**src/rtl/queue_cmd_frontend_if.sv**
```systemverilog
// queue_cmd_frontend_if
//   Bundles the upstream push/pop/read-response handshakes and the
//   downstream RAM-queue command port of queue_cmd_frontend.
//   slave  : the front end itself (drives ready, rd_*, q_*, count, err_sticky)
//   master : the surrounding logic (upstream requester plus the queue)
interface queue_cmd_frontend_if #(
  parameter int DATA_WIDTH = 6,
  parameter int ADDR_WIDTH = 4
);
  logic                  push_valid;
  logic [DATA_WIDTH-1:0] push_data;
  logic                  push_ready;
  logic                  pop_valid;
  logic                  pop_ready;
  logic                  rd_valid;
  logic [DATA_WIDTH-1:0] rd_data;
  logic                  q_active;
  logic                  q_cmd;
  logic [DATA_WIDTH-1:0] q_data;
  logic [DATA_WIDTH-1:0] q_data_out;
  logic                  q_underflow;
  logic                  q_overflow;
  logic [ADDR_WIDTH:0]   count;
  logic                  err_sticky;
  logic                  err_clear;

  modport slave (
    input  push_valid, push_data, pop_valid, q_data_out, q_underflow, q_overflow, err_clear,
    output push_ready, pop_ready, rd_valid, rd_data, q_active, q_cmd, q_data, count, err_sticky
  );

  modport master (
    output push_valid, push_data, pop_valid, q_data_out, q_underflow, q_overflow, err_clear,
    input  push_ready, pop_ready, rd_valid, rd_data, q_active, q_cmd, q_data, count, err_sticky
  );
endinterface

```
**src/rtl/queue_cmd_frontend.sv**
```systemverilog
// queue_cmd_frontend
//   Turns independent push/pop valid/ready streams into single-cycle
//   active/cmd pulses for the RAM queue, spaced GAP cycles apart. A shadow
//   occupancy count prevents overflowing pushes and underflowing pops.
//   Popped words are sampled from the queue and returned on rd_valid/rd_data.
//   Queue under/overflow flags are latched into err_sticky.
// Ports
//   clk, rst_n : clock, async active-low reset
//   bus        : queue_cmd_frontend_if.slave (push/pop/rd handshakes, queue
//                command port, count, err_sticky/err_clear)
//
// state | meaning
// IDLE  | accepting one push or pop handshake
// ISSUE | q_active pulse, count updated
// WAIT  | queue settle time, pop data sampled on the last cycle
module queue_cmd_frontend #(
  parameter int DATA_WIDTH = 6,
  parameter int ADDR_WIDTH = 4,
  parameter int GAP        = 3
) (
  input logic                 clk,
  input logic                 rst_n,
  queue_cmd_frontend_if.slave bus
);

  localparam int DEPTH = 1 << ADDR_WIDTH;
  localparam int GW    = (GAP < 2) ? 1 : $clog2(GAP + 1);
  localparam logic [ADDR_WIDTH:0] DEPTH_C = (ADDR_WIDTH + 1)'(DEPTH);
  localparam logic [ADDR_WIDTH:0] ONE_C   = (ADDR_WIDTH + 1)'(1);
  localparam logic [GW-1:0]       GAP_C   = GW'(GAP);
  localparam logic [GW-1:0]       GONE_C  = GW'(1);

  localparam logic [1:0] S_IDLE  = 2'd0;
  localparam logic [1:0] S_ISSUE = 2'd1;
  localparam logic [1:0] S_WAIT  = 2'd2;

  logic [1:0]            state;
  logic                  op_push;
  logic                  last_push;
  logic                  ready_en;
  logic                  rd_valid_q;
  logic                  err_q;
  logic [DATA_WIDTH-1:0] q_data_q;
  logic [DATA_WIDTH-1:0] rd_data_q;
  logic [ADDR_WIDTH:0]   count_q;
  logic [GW-1:0]         gap_cnt;

  logic idle;
  logic push_legal;
  logic pop_legal;
  logic push_rdy;
  logic pop_rdy;
  logic push_hs;
  logic pop_hs;

  // ready_en keeps both readies low while in reset and for the release cycle
  assign idle       = (state == S_IDLE) & ready_en;
  assign push_legal = (count_q < DEPTH_C);
  assign pop_legal  = (count_q != '0);

  // Each side loses only when the other side is requesting, is legal, and
  // holds the round-robin turn; illegal sides never block the other.
  assign push_rdy = idle & push_legal & ~(bus.pop_valid & pop_legal & last_push);
  assign pop_rdy  = idle & pop_legal & ~(bus.push_valid & push_legal & ~last_push);
  assign push_hs  = bus.push_valid & push_rdy;
  assign pop_hs   = bus.pop_valid & pop_rdy;

  always_ff @(posedge clk or negedge rst_n) begin
    if (!rst_n) begin
      state      <= S_IDLE;
      op_push    <= 1'b0;
      last_push  <= 1'b0;
      ready_en   <= 1'b0;
      rd_valid_q <= 1'b0;
      q_data_q   <= '0;
      rd_data_q  <= '0;
      count_q    <= '0;
      gap_cnt    <= '0;
    end else begin
      ready_en   <= 1'b1;
      rd_valid_q <= 1'b0;
      case (state)
        S_IDLE: begin
          if (push_hs) begin
            op_push   <= 1'b1;
            last_push <= 1'b1;
            q_data_q  <= bus.push_data;
            state     <= S_ISSUE;
          end else if (pop_hs) begin
            op_push   <= 1'b0;
            last_push <= 1'b0;
            state     <= S_ISSUE;
          end
        end
        S_ISSUE: begin
          count_q <= op_push ? (count_q + ONE_C) : (count_q - ONE_C);
          gap_cnt <= GAP_C;
          state   <= S_WAIT;
        end
        S_WAIT: begin
          gap_cnt <= gap_cnt - GONE_C;
          if (gap_cnt == GONE_C) begin
            if (!op_push) begin
              rd_data_q  <= bus.q_data_out;
              rd_valid_q <= 1'b1;
            end
            state <= S_IDLE;
          end
        end
        default: state <= S_IDLE;
      endcase
    end
  end

  // set has priority over clear so an error in the clear cycle is not lost
  always_ff @(posedge clk or negedge rst_n) begin
    if (!rst_n) begin
      err_q <= 1'b0;
    end else if (bus.q_underflow | bus.q_overflow) begin
      err_q <= 1'b1;
    end else if (bus.err_clear) begin
      err_q <= 1'b0;
    end
  end

  assign bus.push_ready = push_rdy;
  assign bus.pop_ready  = pop_rdy;
  assign bus.q_active   = (state == S_ISSUE);
  assign bus.q_cmd      = (state == S_ISSUE) & op_push;
  assign bus.q_data     = q_data_q;
  assign bus.rd_valid   = rd_valid_q;
  assign bus.rd_data    = rd_data_q;
  assign bus.count      = count_q;
  assign bus.err_sticky = err_q;

endmodule

```
**src/flat_wrapper.sv**
```systemverilog
// flat-port wrapper written by rule: the top's interface ports become plain ports
module queue_cmd_frontend_flat 
#(
  parameter int DATA_WIDTH = 6,
  parameter int ADDR_WIDTH = 4,
  parameter int GAP        = 3
)
  (clk, rst_n, bus_push_valid, bus_push_data, bus_pop_valid, bus_q_data_out, bus_q_underflow, bus_q_overflow, bus_err_clear, bus_push_ready, bus_pop_ready, bus_rd_valid, bus_rd_data, bus_q_active, bus_q_cmd, bus_q_data, bus_count, bus_err_sticky);
  queue_cmd_frontend_if #(.DATA_WIDTH(DATA_WIDTH), .ADDR_WIDTH(ADDR_WIDTH)) bus_i ();
  input logic clk;
  input logic rst_n;
  input wire logic [$bits(bus_i.push_valid)-1:0] bus_push_valid;
  input wire logic [$bits(bus_i.push_data)-1:0] bus_push_data;
  input wire logic [$bits(bus_i.pop_valid)-1:0] bus_pop_valid;
  input wire logic [$bits(bus_i.q_data_out)-1:0] bus_q_data_out;
  input wire logic [$bits(bus_i.q_underflow)-1:0] bus_q_underflow;
  input wire logic [$bits(bus_i.q_overflow)-1:0] bus_q_overflow;
  input wire logic [$bits(bus_i.err_clear)-1:0] bus_err_clear;
  output wire logic [$bits(bus_i.push_ready)-1:0] bus_push_ready;
  output wire logic [$bits(bus_i.pop_ready)-1:0] bus_pop_ready;
  output wire logic [$bits(bus_i.rd_valid)-1:0] bus_rd_valid;
  output wire logic [$bits(bus_i.rd_data)-1:0] bus_rd_data;
  output wire logic [$bits(bus_i.q_active)-1:0] bus_q_active;
  output wire logic [$bits(bus_i.q_cmd)-1:0] bus_q_cmd;
  output wire logic [$bits(bus_i.q_data)-1:0] bus_q_data;
  output wire logic [$bits(bus_i.count)-1:0] bus_count;
  output wire logic [$bits(bus_i.err_sticky)-1:0] bus_err_sticky;
  assign bus_i.push_valid = bus_push_valid;
  assign bus_i.push_data = bus_push_data;
  assign bus_i.pop_valid = bus_pop_valid;
  assign bus_i.q_data_out = bus_q_data_out;
  assign bus_i.q_underflow = bus_q_underflow;
  assign bus_i.q_overflow = bus_q_overflow;
  assign bus_i.err_clear = bus_err_clear;
  assign bus_push_ready = bus_i.push_ready;
  assign bus_pop_ready = bus_i.pop_ready;
  assign bus_rd_valid = bus_i.rd_valid;
  assign bus_rd_data = bus_i.rd_data;
  assign bus_q_active = bus_i.q_active;
  assign bus_q_cmd = bus_i.q_cmd;
  assign bus_q_data = bus_i.q_data;
  assign bus_count = bus_i.count;
  assign bus_err_sticky = bus_i.err_sticky;
  queue_cmd_frontend #(.DATA_WIDTH(DATA_WIDTH), .ADDR_WIDTH(ADDR_WIDTH), .GAP(GAP)) u_core (.clk(clk), .rst_n(rst_n), .bus(bus_i));
endmodule
```
**config.mk**
```make
export PLATFORM = sky130hd
export DESIGN_NAME = queue_cmd_frontend_flat
export DESIGN_NICKNAME = d
export VERILOG_FILES = /design/src/rtl/queue_cmd_frontend_if.sv /design/src/rtl/queue_cmd_frontend.sv /design/src/flat_wrapper.sv
export SDC_FILE = /design/constraint.sdc
export NUM_CORES = 1
export LEC_CHECK = 0
export ABC_AREA = 1
export CAP_MARGIN = 30
export CORE_MARGIN = 5
export CORE_UTILIZATION = 40
export CTS_BUF_LIST = sky130_fd_sc_hd__clkbuf_2 sky130_fd_sc_hd__clkbuf_4 sky130_fd_sc_hd__clkbuf_8
export DETAILED_ROUTE_END_ITERATION = 10
export HOLD_SLACK_MARGIN = 0.12
export PLACE_DENSITY = 0.7
export SETUP_SLACK_MARGIN = 0.15
export SLEW_MARGIN = 10
export SYNTH_ARGS = -nofsm -noshare
export SYNTH_HDL_FRONTEND = slang
export SYNTH_SLANG_ARGS = --single-unit
```
**constraint.sdc**
```tcl
create_clock -name clk -period 2.02 [get_ports clk]
set_input_delay 0.404 -clock clk [delete_from_list [all_inputs] [get_ports clk]]
set_output_delay 0.404 -clock clk [all_outputs]
set_load 0.03 [all_outputs]
```
==> results_tabular.tex <==
\begin{tabular}{lr}
\hline
Metric & Value \\
\hline
\multicolumn{2}{l}{\textbf{Status}} \\
\quad Result of the run & complete, no violations \\
\multicolumn{2}{l}{\textbf{Timing}} \\
\quad Setup TNS Final & 0 ps \\
\quad Share of the clock period used by the worst path & 0.9231 \\
\quad Unrepaired setup endpoints after global routing & true \\
\quad Final Skew & $\sim$14 ps \\
\quad Setup-failing EPs final & 0 \\
\quad Final slew viol count & 0 \\
\quad Maximum frequency from static timing analysis & between 500 and 600 MHz \\
\quad Final hold violation count & 0 \\
\quad Final critical path time including I/O delays and setup & about 1900 ps \\
\multicolumn{2}{l}{\textbf{Synthesis}} \\
\quad Sequential element share of the synthesized area & 0.4794 \\
\quad Number of different library cells in the post-synthesis netlist & 24 \\
\quad Count of yosys warnings during synthesis & 0 \\
\quad Number of register bits inferred by synthesis & 25 \\
\quad Number of nets produced by synthesis & approximately 170 \\
\quad Gate Count Post-Synth & $\sim$140 \\
\quad Mean instance size in the synthesized netlist & between 9 and 10 um\^{}2 \\
\quad Total standard cell area after synthesis & between 1000 and 1500 um\^{}2 \\
\multicolumn{2}{l}{\textbf{Global routing}} \\
\quad Maximum number of pins on one net before global-route repair & 26 \\
\quad Overall routing resource usage & 0.1456 \\
\quad First-pass GRT wire length & approximately 5.0 mm \\
\quad Final global-route overflow total & 0 \\
\quad Number of antenna violations at the first check in global routing & 0 \\
\quad Vias in the first global route & 1170 \\
\multicolumn{2}{l}{\textbf{Route}} \\
\quad Via count of the routed design & between 1000 and 1500 \\
\quad Antenna Nets Post-Route & 0 \\
\quad Remaining DRCs & 0 \\
\quad Detailed-routing iteration count for the pre-antenna-repair pass & 4 \\
\quad Total length of routed wires & roughly 3 mm \\
\quad Drt initial violations & 38 \\
\quad Via-to-Cell Ratio & $\sim$4.6 \\
\quad Wire per inst & 12.36 um \\
\multicolumn{2}{l}{\textbf{Die}} \\
\quad Die span in y & 67.12 um \\
\quad Die Area & 4505 um\^{}2 \\
\quad Row count & 20 \\
\quad Initial Util & 0.4206 \\
\quad Die Width & approximately 67 um \\
\quad Core box area & roughly 3100 um\^{}2 \\
\quad Number of top-level pins & 42 \\
\multicolumn{2}{l}{\textbf{Worst setup path}} \\
\quad Worst endpoint required time & roughly 1600 ps \\
\quad Worst path arrival time & between 1000 and 1500 ps \\
\quad Type of the worst setup path & flop to primary output \\
\quad Endpoint class of the critical path & primary output \\
\quad Startpoint of the most critical register-to-register path & u\_core.bus.count[0] \\
\quad Crit start category & flop \\
\quad Critical-path maximum fanout & 2 \\
\quad Origin of the worst setup path & u\_core.state[0] \\
\multicolumn{2}{l}{\textbf{Run}} \\
\quad Max-capacitance violation count & 0 \\
\multicolumn{2}{l}{\textbf{Clock network}} \\
\quad Clock insertion delay at the later pin of the skew report & between 300 and 400 ps \\
\quad Clock sink count & 25 \\
\quad Clock buffer count from CTS & 3 \\
\quad Maximum level of the CTS H-tree & 1 \\
\quad CTS Root Buffer Type & clkbuf\_4 \\
\quad Clock tree from TritonCTS & yes \\
\quad CTS Buffer Depth & 2 \\
\quad Number of hold buffers added after cts & 0 \\
\quad CTS clock-pin slew for the worst setup and hold paths & about 140 ps \\
\multicolumn{2}{l}{\textbf{Placed design}} \\
\quad PortBufs & slightly above 40 \\
\quad Count of placed standard cells including taps & between 200 and 250 \\
\quad Routability Congestion & 0.7152 \\
\quad Dpl hpwl & 2.285 mm \\
\quad Instance area at placement & roughly 1800 um\^{}2 \\
\multicolumn{2}{l}{\textbf{Power and ir drop}} \\
\quad VDD IR-drop max & roughly 0.69 mV \\
\quad Power density over the cells & 1586 nW/um\^{}2 \\
\quad Static power due to leakage & $\sim$0.96 nW \\
\quad Tot Pwr & 3.041 mW \\
\multicolumn{2}{l}{\textbf{Min path}} \\
\quad Worst min path class & input port to async pin \\
\multicolumn{2}{l}{\textbf{Finish}} \\
\quad Total number of nets in the final design & 230 \\
\quad Area growth from synthesis to layout & 46.88\% \\
\quad Diode insertion count for antenna repair & 0 \\
\quad Final standard cell utilization of the core & 0.6177 \\
\quad Final standard cell count with taps included and fillers excluded & 245 \\
\quad Fraction of final layout cells with drive strength greater than 1 & 0.2139 \\
\quad Fin area & between 1500 and 2000 um\^{}2 \\
\hline
\end{tabular}
-- cell usage in the layout (no fill, tap or decap), types with 5 or more instances in the layout --
master / synthesis / layout
clkdlybuf4s50_1: 0 / 33
buf_4: 1 / 15
nand2_1: 48 / 47
inv_1: 14 / 12
nand3_1: 10 / 10
ha_1: 8 / 7
dfrtp_1: 25 / 24
nor2_1: 5 / 5
o21ai_0: 6 / 6
-- flip-flops by register name, summed over array words and instances (netlist names) --
name,count
u_core.bus.count,5
u_core.bus.err_sticky,1
u_core.bus.q_data,6
u_core.bus.rd_data,6
u_core.bus.rd_valid,1
u_core.gap_cnt,2
u_core.op_push,1
u_core.ready_en,1
u_core.state,2
-- repair_timing --
| action | 4_1_cts | 5_1_grt |
|---|---|---|
| setup buffers | 8 | 2 |
| gates resized for setup | 17 | 7 |
| setup endpoints to repair | 7 | 5 |
| pin swaps | 3 | 2 |
-- critical path, stage by stage (launching register included) --
cell      delay (ps)
dfrtp_1          430
inv_2             90
ha_4             140
nand2_4           60
nor2_4            80
a21boi_4         190
buf_6            150
-- per-stage QoR --
stage	worst slack (ps)	hold slack (ps)
after floorplan	300.4	108.4
after global placement	206.1	452.7
after detailed placement	146.9	468.9
after CTS	51.13	441.4
after global routing	69.46	445.2
final	155.3	432.7
-- layout make-up --
type	count	area [um^2]
clock buffers	4	30.03
fillers	294	1186
multi-input cells	99	621.8
well taps	44	55.05
repair buffers	56	514.2
flip-flops and latches	25	626.9
inverters	17	68.82
-- report_power, final --
group	leakage, nW	internal, mW	switching, mW
sequential	0.287	0.707	0.159
clock	0.0184	0.0906	0.144
combinational	0.655	0.821	1.12
total	0.960	1.62	1.42
-- path summary, 6_finish.rpt --
kind	endpoint	slack, ps	cells after the start
max in group asynchronous	u_core.bus.count[4]	1330	2
max reg2reg	u_core.bus.count[4]	360	9
min reg2reg	u_core.bus.rd_data[4]	500	2
min	u_core.bus.count[0]	430	2
max	bus_push_ready	160	6
min in group clk	u_core.bus.rd_data[4]	500	2
-- cell usage after synthesis --
cell type | number | area (um^2)
nor2_1 | 5 | 18.77
xor2_1 | 4 | 35.03
buf_6 | 1 | 11.26
ha_1 | 8 | 100.1
clkinv_4 | 1 | 8.760
nor3_4 | 1 | 16.27
fa_1 | 1 | 20.02
conb_1 | 1 | 3.750
nand3_1 | 10 | 50.05
dfrtp_1 | 25 | 625.6
nand2_2 | 1 | 6.260
nand3_4 | 2 | 35.03
and2_2 | 1 | 7.510
a21oi_1 | 5 | 25.02
nand2_4 | 1 | 11.26
inv_2 | 2 | 7.510
a21boi_4 | 1 | 18.77
o21ai_0 | 6 | 30.03
nor2_2 | 2 | 12.51
inv_1 | 14 | 52.55
nand3_2 | 1 | 10.01
buf_4 | 1 | 7.510
nand2_1 | 48 | 180.2
nor2_4 | 1 | 11.26
-- cells by family (layout without fill, tap and decap cells) --
logic type | after synthesis | after routing | share of synthesized area
simple gates | 73 | 73 | 0.2752
flops | 25 | 25 | 0.4794
buf+inv | 19 | 77 | 0.06712
compound gates | 12 | 12 | 0.05657
fa+ha+maj | 9 | 9 | 0.09205
xor+xnor | 4 | 4 | 0.02684
other cells | 1 | 1 | 0.002874
-- per-layer routing --
metal  wire (um)  up-vias  track usage
met5           0        -            0
met4           0        0      0.01519
met3         283        0      0.07083
met2        1554       36       0.2699
met1        1189      534       0.1522
li1            -      557            -
(Power assumes the default switching activity.)
==> edit 1, RTL diff (same flow settings) <==
`DATA_WIDTH` is set to 6 in 3 places; all go to 12.
--- a/src/rtl/queue_cmd_frontend_if.sv
+++ b/src/rtl/queue_cmd_frontend_if.sv
@@ -5,5 +5,5 @@
 //   master : the surrounding logic (upstream requester plus the queue)
 interface queue_cmd_frontend_if #(
-  parameter int DATA_WIDTH = 6,
+  parameter int DATA_WIDTH = 12,
   parameter int ADDR_WIDTH = 4
 );
--- a/src/rtl/queue_cmd_frontend.sv
+++ b/src/rtl/queue_cmd_frontend.sv
@@ -15,5 +15,5 @@
 // WAIT  | queue settle time, pop data sampled on the last cycle
 module queue_cmd_frontend #(
-  parameter int DATA_WIDTH = 6,
+  parameter int DATA_WIDTH = 12,
   parameter int ADDR_WIDTH = 4,
   parameter int GAP        = 3
--- a/src/flat_wrapper.sv
+++ b/src/flat_wrapper.sv
@@ -2,5 +2,5 @@
 module queue_cmd_frontend_flat 
 #(
-  parameter int DATA_WIDTH = 6,
+  parameter int DATA_WIDTH = 12,
   parameter int ADDR_WIDTH = 4,
   parameter int GAP        = 3
Ports: changed (resized bus_push_data, bus_q_data, bus_q_data_out and bus_rd_data); port bits go from 42 to 66. The function was not compared with the original's and may differ.
==> edit 1 against the unedited design <==
  * Sequential share of layout area up 2.2 points
  * Worst setup slack improved by 0.048 ns
  * Hold slack got worse by 0.29 ns
  * Cell area up 39%
  * Sequential cell count is 12 higher
  * Wire length rose by 36%
  * Area after synthesis up 34%
  * Total power is 40% higher
  * Highest routed layer is now met4
==> edit 1: results (changes against the unedited design) <==
| Metric | Value |
|---|---|
| Status | `finished, final reports clean (unchanged)` |
| Area growth, synth to finish | `52.5% (was 46.9%)` |
| Peak supply drop | `0.727 mV (was 0.692 mV)` |
| Reg-to-reg critical path startpoint | `u_core.op_push$_DFFE_PN0P_ (was u_core.bus.count[0]$_DFFE_PN0P_)` |
| Nets | `318 (was 230)` |
| WHS | `0.141 ns (was 0.433 ns)` |
| CP delay by family, top | `flip-flops (unchanged)` |
| Reg2reg setup slack | `0.38 ns (was 0.36 ns)` |
| Seq/Total Area, Yosys | `53.0% (was 47.9%)` |
| Signal buffers | `82 (was 56)` |
| Num CTS Buffers | `5 (was 3)` |
| Placement Setup Slack | `0.170 ns (was 0.147 ns)` |
| Critical Path AT | `1.41 ns (was 1.46 ns)` |
| Gp weighted congestion | `0.708 (was 0.715)` |
| Clock-pin slew on the worst setup and hold paths | `0.08 ns (was 0.14 ns)` |
| Top cells by area, synth | `dfrtp_1 (53%), nand2_1 (17%), ha_1 (5.7%) (was dfrtp_1 (48%), nand2_1 (14%), ha_1 (7.7%))` |
| Post-synth top cells | `nand2_1 (78), dfrtp_1 (37), nand3_1 (16) (was nand2_1 (48), dfrtp_1 (25), inv_1 (14))` |
| Final clock skew | `0.00879 ns (was 0.0141 ns)` |
| CP Max Fanout | `3 (was 2)` |
| Syn Area/Cell | `8.96 um2 (was 9.13 um2)` |
| Port bufs | `65 (was 41)` |
| H-tree depth | `2 (was 1)` |
| Area of the multi-input gates | `736 um2 (was 622 um2)` |
| Fillers | `372 (was 294)` |
| First-pass GRT wire length | `6.89 mm (was 4.95 mm)` |
| Via density | `4.60 (about the same)` |
| Flop and latch count out of synthesis | `37 (was 25)` |
| Detailed router's first-iteration violation count | `88 (was 38)` |
| Worst skew pair latency | `0.29 ns (was 0.32 ns)` |
| Post-DP Area | `2450 um2 (was 1780 um2)` |
| Register area | `930 um2 (was 627 um2)` |
| Non-Filler Instances | `331 (was 245)` |
| CTS Root Cell | `clkbuf_8 (was clkbuf_4)` |
| Multi-input comb cells | `135 (was 99)` |
| Vias in the first global route | `1512 (was 1170)` |
| Syn_nets | `235 (was 171)` |
| Layout non-clock buf frac | `29.3% (was 26.8%)` |
| Critical path's largest stage delay | `0.39 ns (was 0.43 ns)` |
| Clk cell area share | `3.43% (was 1.57%)` |
| Pleak | `1.30 nW (was 0.960 nW)` |
| Pwr Density | `1600 nW/um2 (was 1590 nW/um2)` |
edit 1: repair_timing:
item                       4_1_cts  5_1_grt
pin swaps                        2        3
hold buffers                     0        0
resized for setup               11        8
setup buffers                    4        6
setup endpoints to repair        5        5
edit 1: worst max path at each step:
stage	end	cells past startpoint	startpoint	slack, ns
after floorplan	u_core.bus.count[4]$_DFFE_PN0P_	9	u_core.bus.count[0]$_DFFE_PN0P_	0.35
after global placement	bus_q_cmd	5	u_core.state[1]$_DFFE_PN0P_	0.20
after detailed placement	bus_q_cmd	5	u_core.state[1]$_DFFE_PN0P_	0.17
after CTS	bus_q_cmd	5	u_core.state[0]$_DFFE_PN0P_	0.13
after global routing	bus_pop_ready	6	u_core.state[0]$_DFFE_PN0P_	0.15
final	bus_push_ready	6	u_core.state[0]$_DFFE_PN0P_	0.20
edit 1: cell families (layout without fill, tap and decap cells):
family / count (synthesis) / in the layout / synth area share (%)
and+or+nand+nor: 109 / 109 / 27.0
DFF: 37 / 37 / 53.0
buffers and inverters: 23 / 107 / 6.73
AOI/OAI and AO/OA: 12 / 12 / 4.22
adders and majority gates: 9 / 9 / 6.87
xor gates and xnor gates: 4 / 4 / 2.00
other: 1 / 1 / 0.215
edit 1: per-layer routing:
layer | part of all wire [%] | GRT usage [%] | vias to the layer above
met3 | 8.5 | 5.67 | 5
met5 | 0 | 0 | -
met1 | 43 | 17.4 | 702
met4 | 0.61 | 3.67 | 0
li1 | - | - | 766
met2 | 48 | 24.0 | 50
edit 1: report_power, final:
group	internal (W)	total [W]	switching, W
combinational	0.00108	0.00249	0.00141
clock	0.000242	0.000523	0.000281
sequential	0.00105	0.00125	0.000200
==> edit 2, RTL diff (same settings) <==
Without the edit above. Make the reset (`rst_n`) synchronous in 2 clocked blocks. Comments in the files are not updated.
--- a/src/rtl/queue_cmd_frontend.sv
+++ b/src/rtl/queue_cmd_frontend.sv
@@ -66,5 +66,5 @@
   assign pop_hs   = bus.pop_valid & pop_rdy;
 
-  always_ff @(posedge clk or negedge rst_n) begin
+  always_ff @(posedge clk) begin
     if (!rst_n) begin
       state      <= S_IDLE;
@@ -114,5 +114,5 @@
 
   // set has priority over clear so an error in the clear cycle is not lost
-  always_ff @(posedge clk or negedge rst_n) begin
+  always_ff @(posedge clk) begin
     if (!rst_n) begin
       err_q <= 1'b0;
Formal check against the unedited RTL: differs if rst_n is asserted again (counterexample within 4 cycles, from zero or initial values and one cycle with rst_n low); with rst_n held inactive, the same outputs for 10 cycles.
==> edit 2 against the unedited design <==
  * Area after synthesis down 8.9%
  * Sequential cell count did not move
  * Total power shrank 25%
  * Count of clock-buffer cells in the layout shrank 1
  * First-iteration DRC count unchanged
  * Cell area shrank 8.0%
  * Critical path depth down 1
  * Via count is 0.53% lower
  * Clock skew decreased by 0.0021 ns
  * Worst setup slack improved by 0.031 ns
  * Largest power group unchanged
  * Wire length shrank 3.8%
  * Cell count is 6.5% lower
==> edit 2: results (changes against the unedited design) <==
| Metric | Value |
|---|---|
| Status | `finished, final reports clean (unchanged)` |
| Total wire length | `2.91 mm (was 3.03 mm)` |
| Async S/R FF share, synth | `0% (was 100%)` |
| Post-synth top cells | `dfxtp_1 (25), nor2_1 (22), nand2_1 (17) (was nand2_1 (48), dfrtp_1 (25), inv_1 (14))` |
| Gp weighted congestion | `0.763 (was 0.715)` |
| Pleak | `0.762 nW (was 0.960 nW)` |
| Register-to-Register Path Depth | `7 (was 9)` |
| Peak supply drop | `0.665 mV (was 0.692 mV)` |
| Largest net degree at the start of global routing | `16 (was 26)` |
| Detail Placement HPWL | `2.23 mm (was 2.28 mm)` |
| Tot GR Track Use | `14.4% (was 14.6%)` |
| Met2 wire length | `1.49 mm (was 1.55 mm)` |
| Via density | `4.90 (was 4.60)` |
| Met2 Use GR | `25.9% (was 27.0%)` |
| Worst min path class | `register to register (was input pin to async pin)` |
| Critical Path AT | `1.43 ns (was 1.46 ns)` |
| Final clock skew | `0.0120 ns (was 0.0141 ns)` |
| M1 WL | `1.26 mm (was 1.19 mm)` |
| Primary FF master, synth | `dfxtp_1 (was dfrtp_1)` |
| CP Max Fanout | `7 (was 2)` |
| Critical path's largest stage delay | `0.36 ns (was 0.43 ns)` |
| Top cells by area, synth | `dfxtp_1 (42%), ha_1 (8.4%), nor2_1 (6.9%) (was dfrtp_1 (48%), nand2_1 (14%), ha_1 (7.7%))` |
| Fillers | `252 (was 294)` |
| Worst-path cell with the longest stage delay | `dfxtp_2 (was dfrtp_1)` |
| CP delay by family, top | `buffers and inverters (was flip-flops)` |
| Vias in the first global route | `1109 (was 1170)` |
| TritonRoute pass-1 iters | `6 (was 4)` |
| Max Used Layer | `met4 (was met3)` |
[edit 2: cell types whose count changed in the layout (fill, tap and decap cells not counted), sizes merged, moves of 2 or more]
cell	delta
o21ai	+5
dfrtp	-25
nand3	+2
buf	-7
clkdlybuf4s15	+2
xnor2	+2
a31oi	+2
clkbuf	-2
nand2	-31
a21oi	+10
dfxtp	+25
nor2	+17
[edit 2: through the flow]
stage | hold WS [ns] | instance area (um2) | setup slack [ns] | cells | power (W)
floorplan | 0.432 | 1190 | 0.463 | 147 | 0.00156
global placement | 0.450 | 1630 | 0.130 | 218 | 0.00189
detailed placement | 0.455 | 1630 | 0.0826 | 218 | 0.00194
CTS | 0.475 | 1710 | 0.0860 | 225 | 0.00223
global route | 0.498 | 1760 | 0.0994 | 229 | 0.00249
finish | 0.472 | 1760 | 0.187 | 229 | 0.00229
[edit 2: worst paths after layout]
check	end	slack, ns	startpoint
hold reg to reg	u_core.bus.q_data[5]$_SDFFE_PN0P_	0.47	u_core.bus.q_data[5]$_SDFFE_PN0P_
setup reg to reg	u_core.bus.count[3]$_SDFFE_PN0P_	0.40	u_core.op_push$_SDFFE_PN0P_
setup / recovery	bus_q_cmd	0.19	u_core.state[1]$_SDFFE_PN0P_
hold / removal	u_core.bus.q_data[5]$_SDFFE_PN0P_	0.47	u_core.bus.q_data[5]$_SDFFE_PN0P_
[edit 2: where the power goes]
group	switching [W]	internal (W)	leakage (nW)	total, W
combinational	0.000744	0.000593	0.543	0.00134
sequential	0.000112	0.000611	0.206	0.000723
clock	0.000153	0.0000756	0.0139	0.000229
total	0.00101	0.00128	0.762	0.00229
[edit 2: kinds of logic (layout without fill, tap and decap cells)]
family | after synthesis | count (layout) | synth area share (%)
DFF | 25 | 25 | 42.1
adders and majority gates | 9 | 9 | 10.1
xor gates and xnor gates | 5 | 5 | 3.68
AOI/OAI and AO/OA | 29 | 29 | 13.6
buffers and inverters | 19 | 70 | 6.21
and+or+nand+nor | 60 | 60 | 24.3
[edit 2: final cells by class]
cell class | instances | area, um2 | share of cell area, %
Timing Repair Buffer | 50 | 482 | 27.3
Multi-Input combinational cell | 103 | 648 | 36.8
Clock buffer | 3 | 22.5 | 1.28
Sequential cell | 25 | 504 | 28.6
Inverter | 16 | 60.1 | 3.41
Tap cell | 31 | 38.8 | 2.20
Clock inverter | 1 | 7.51 | 0.426
[edit 2: what timing repair did]
item	in CTS	in global routing
gates resized for setup	18	7
setup buffers	3	4
setup endpoints to repair	7	6
endpoints found under the hold margin	0	0
pin swaps	2	3
hold buffers	0	0
[edit 2: tightest hold or removal path: stages (launching register included)]
cell and delay (ns):
dfxtp_1 0.33, nand2_1 0.06, a21oi_1 0.05
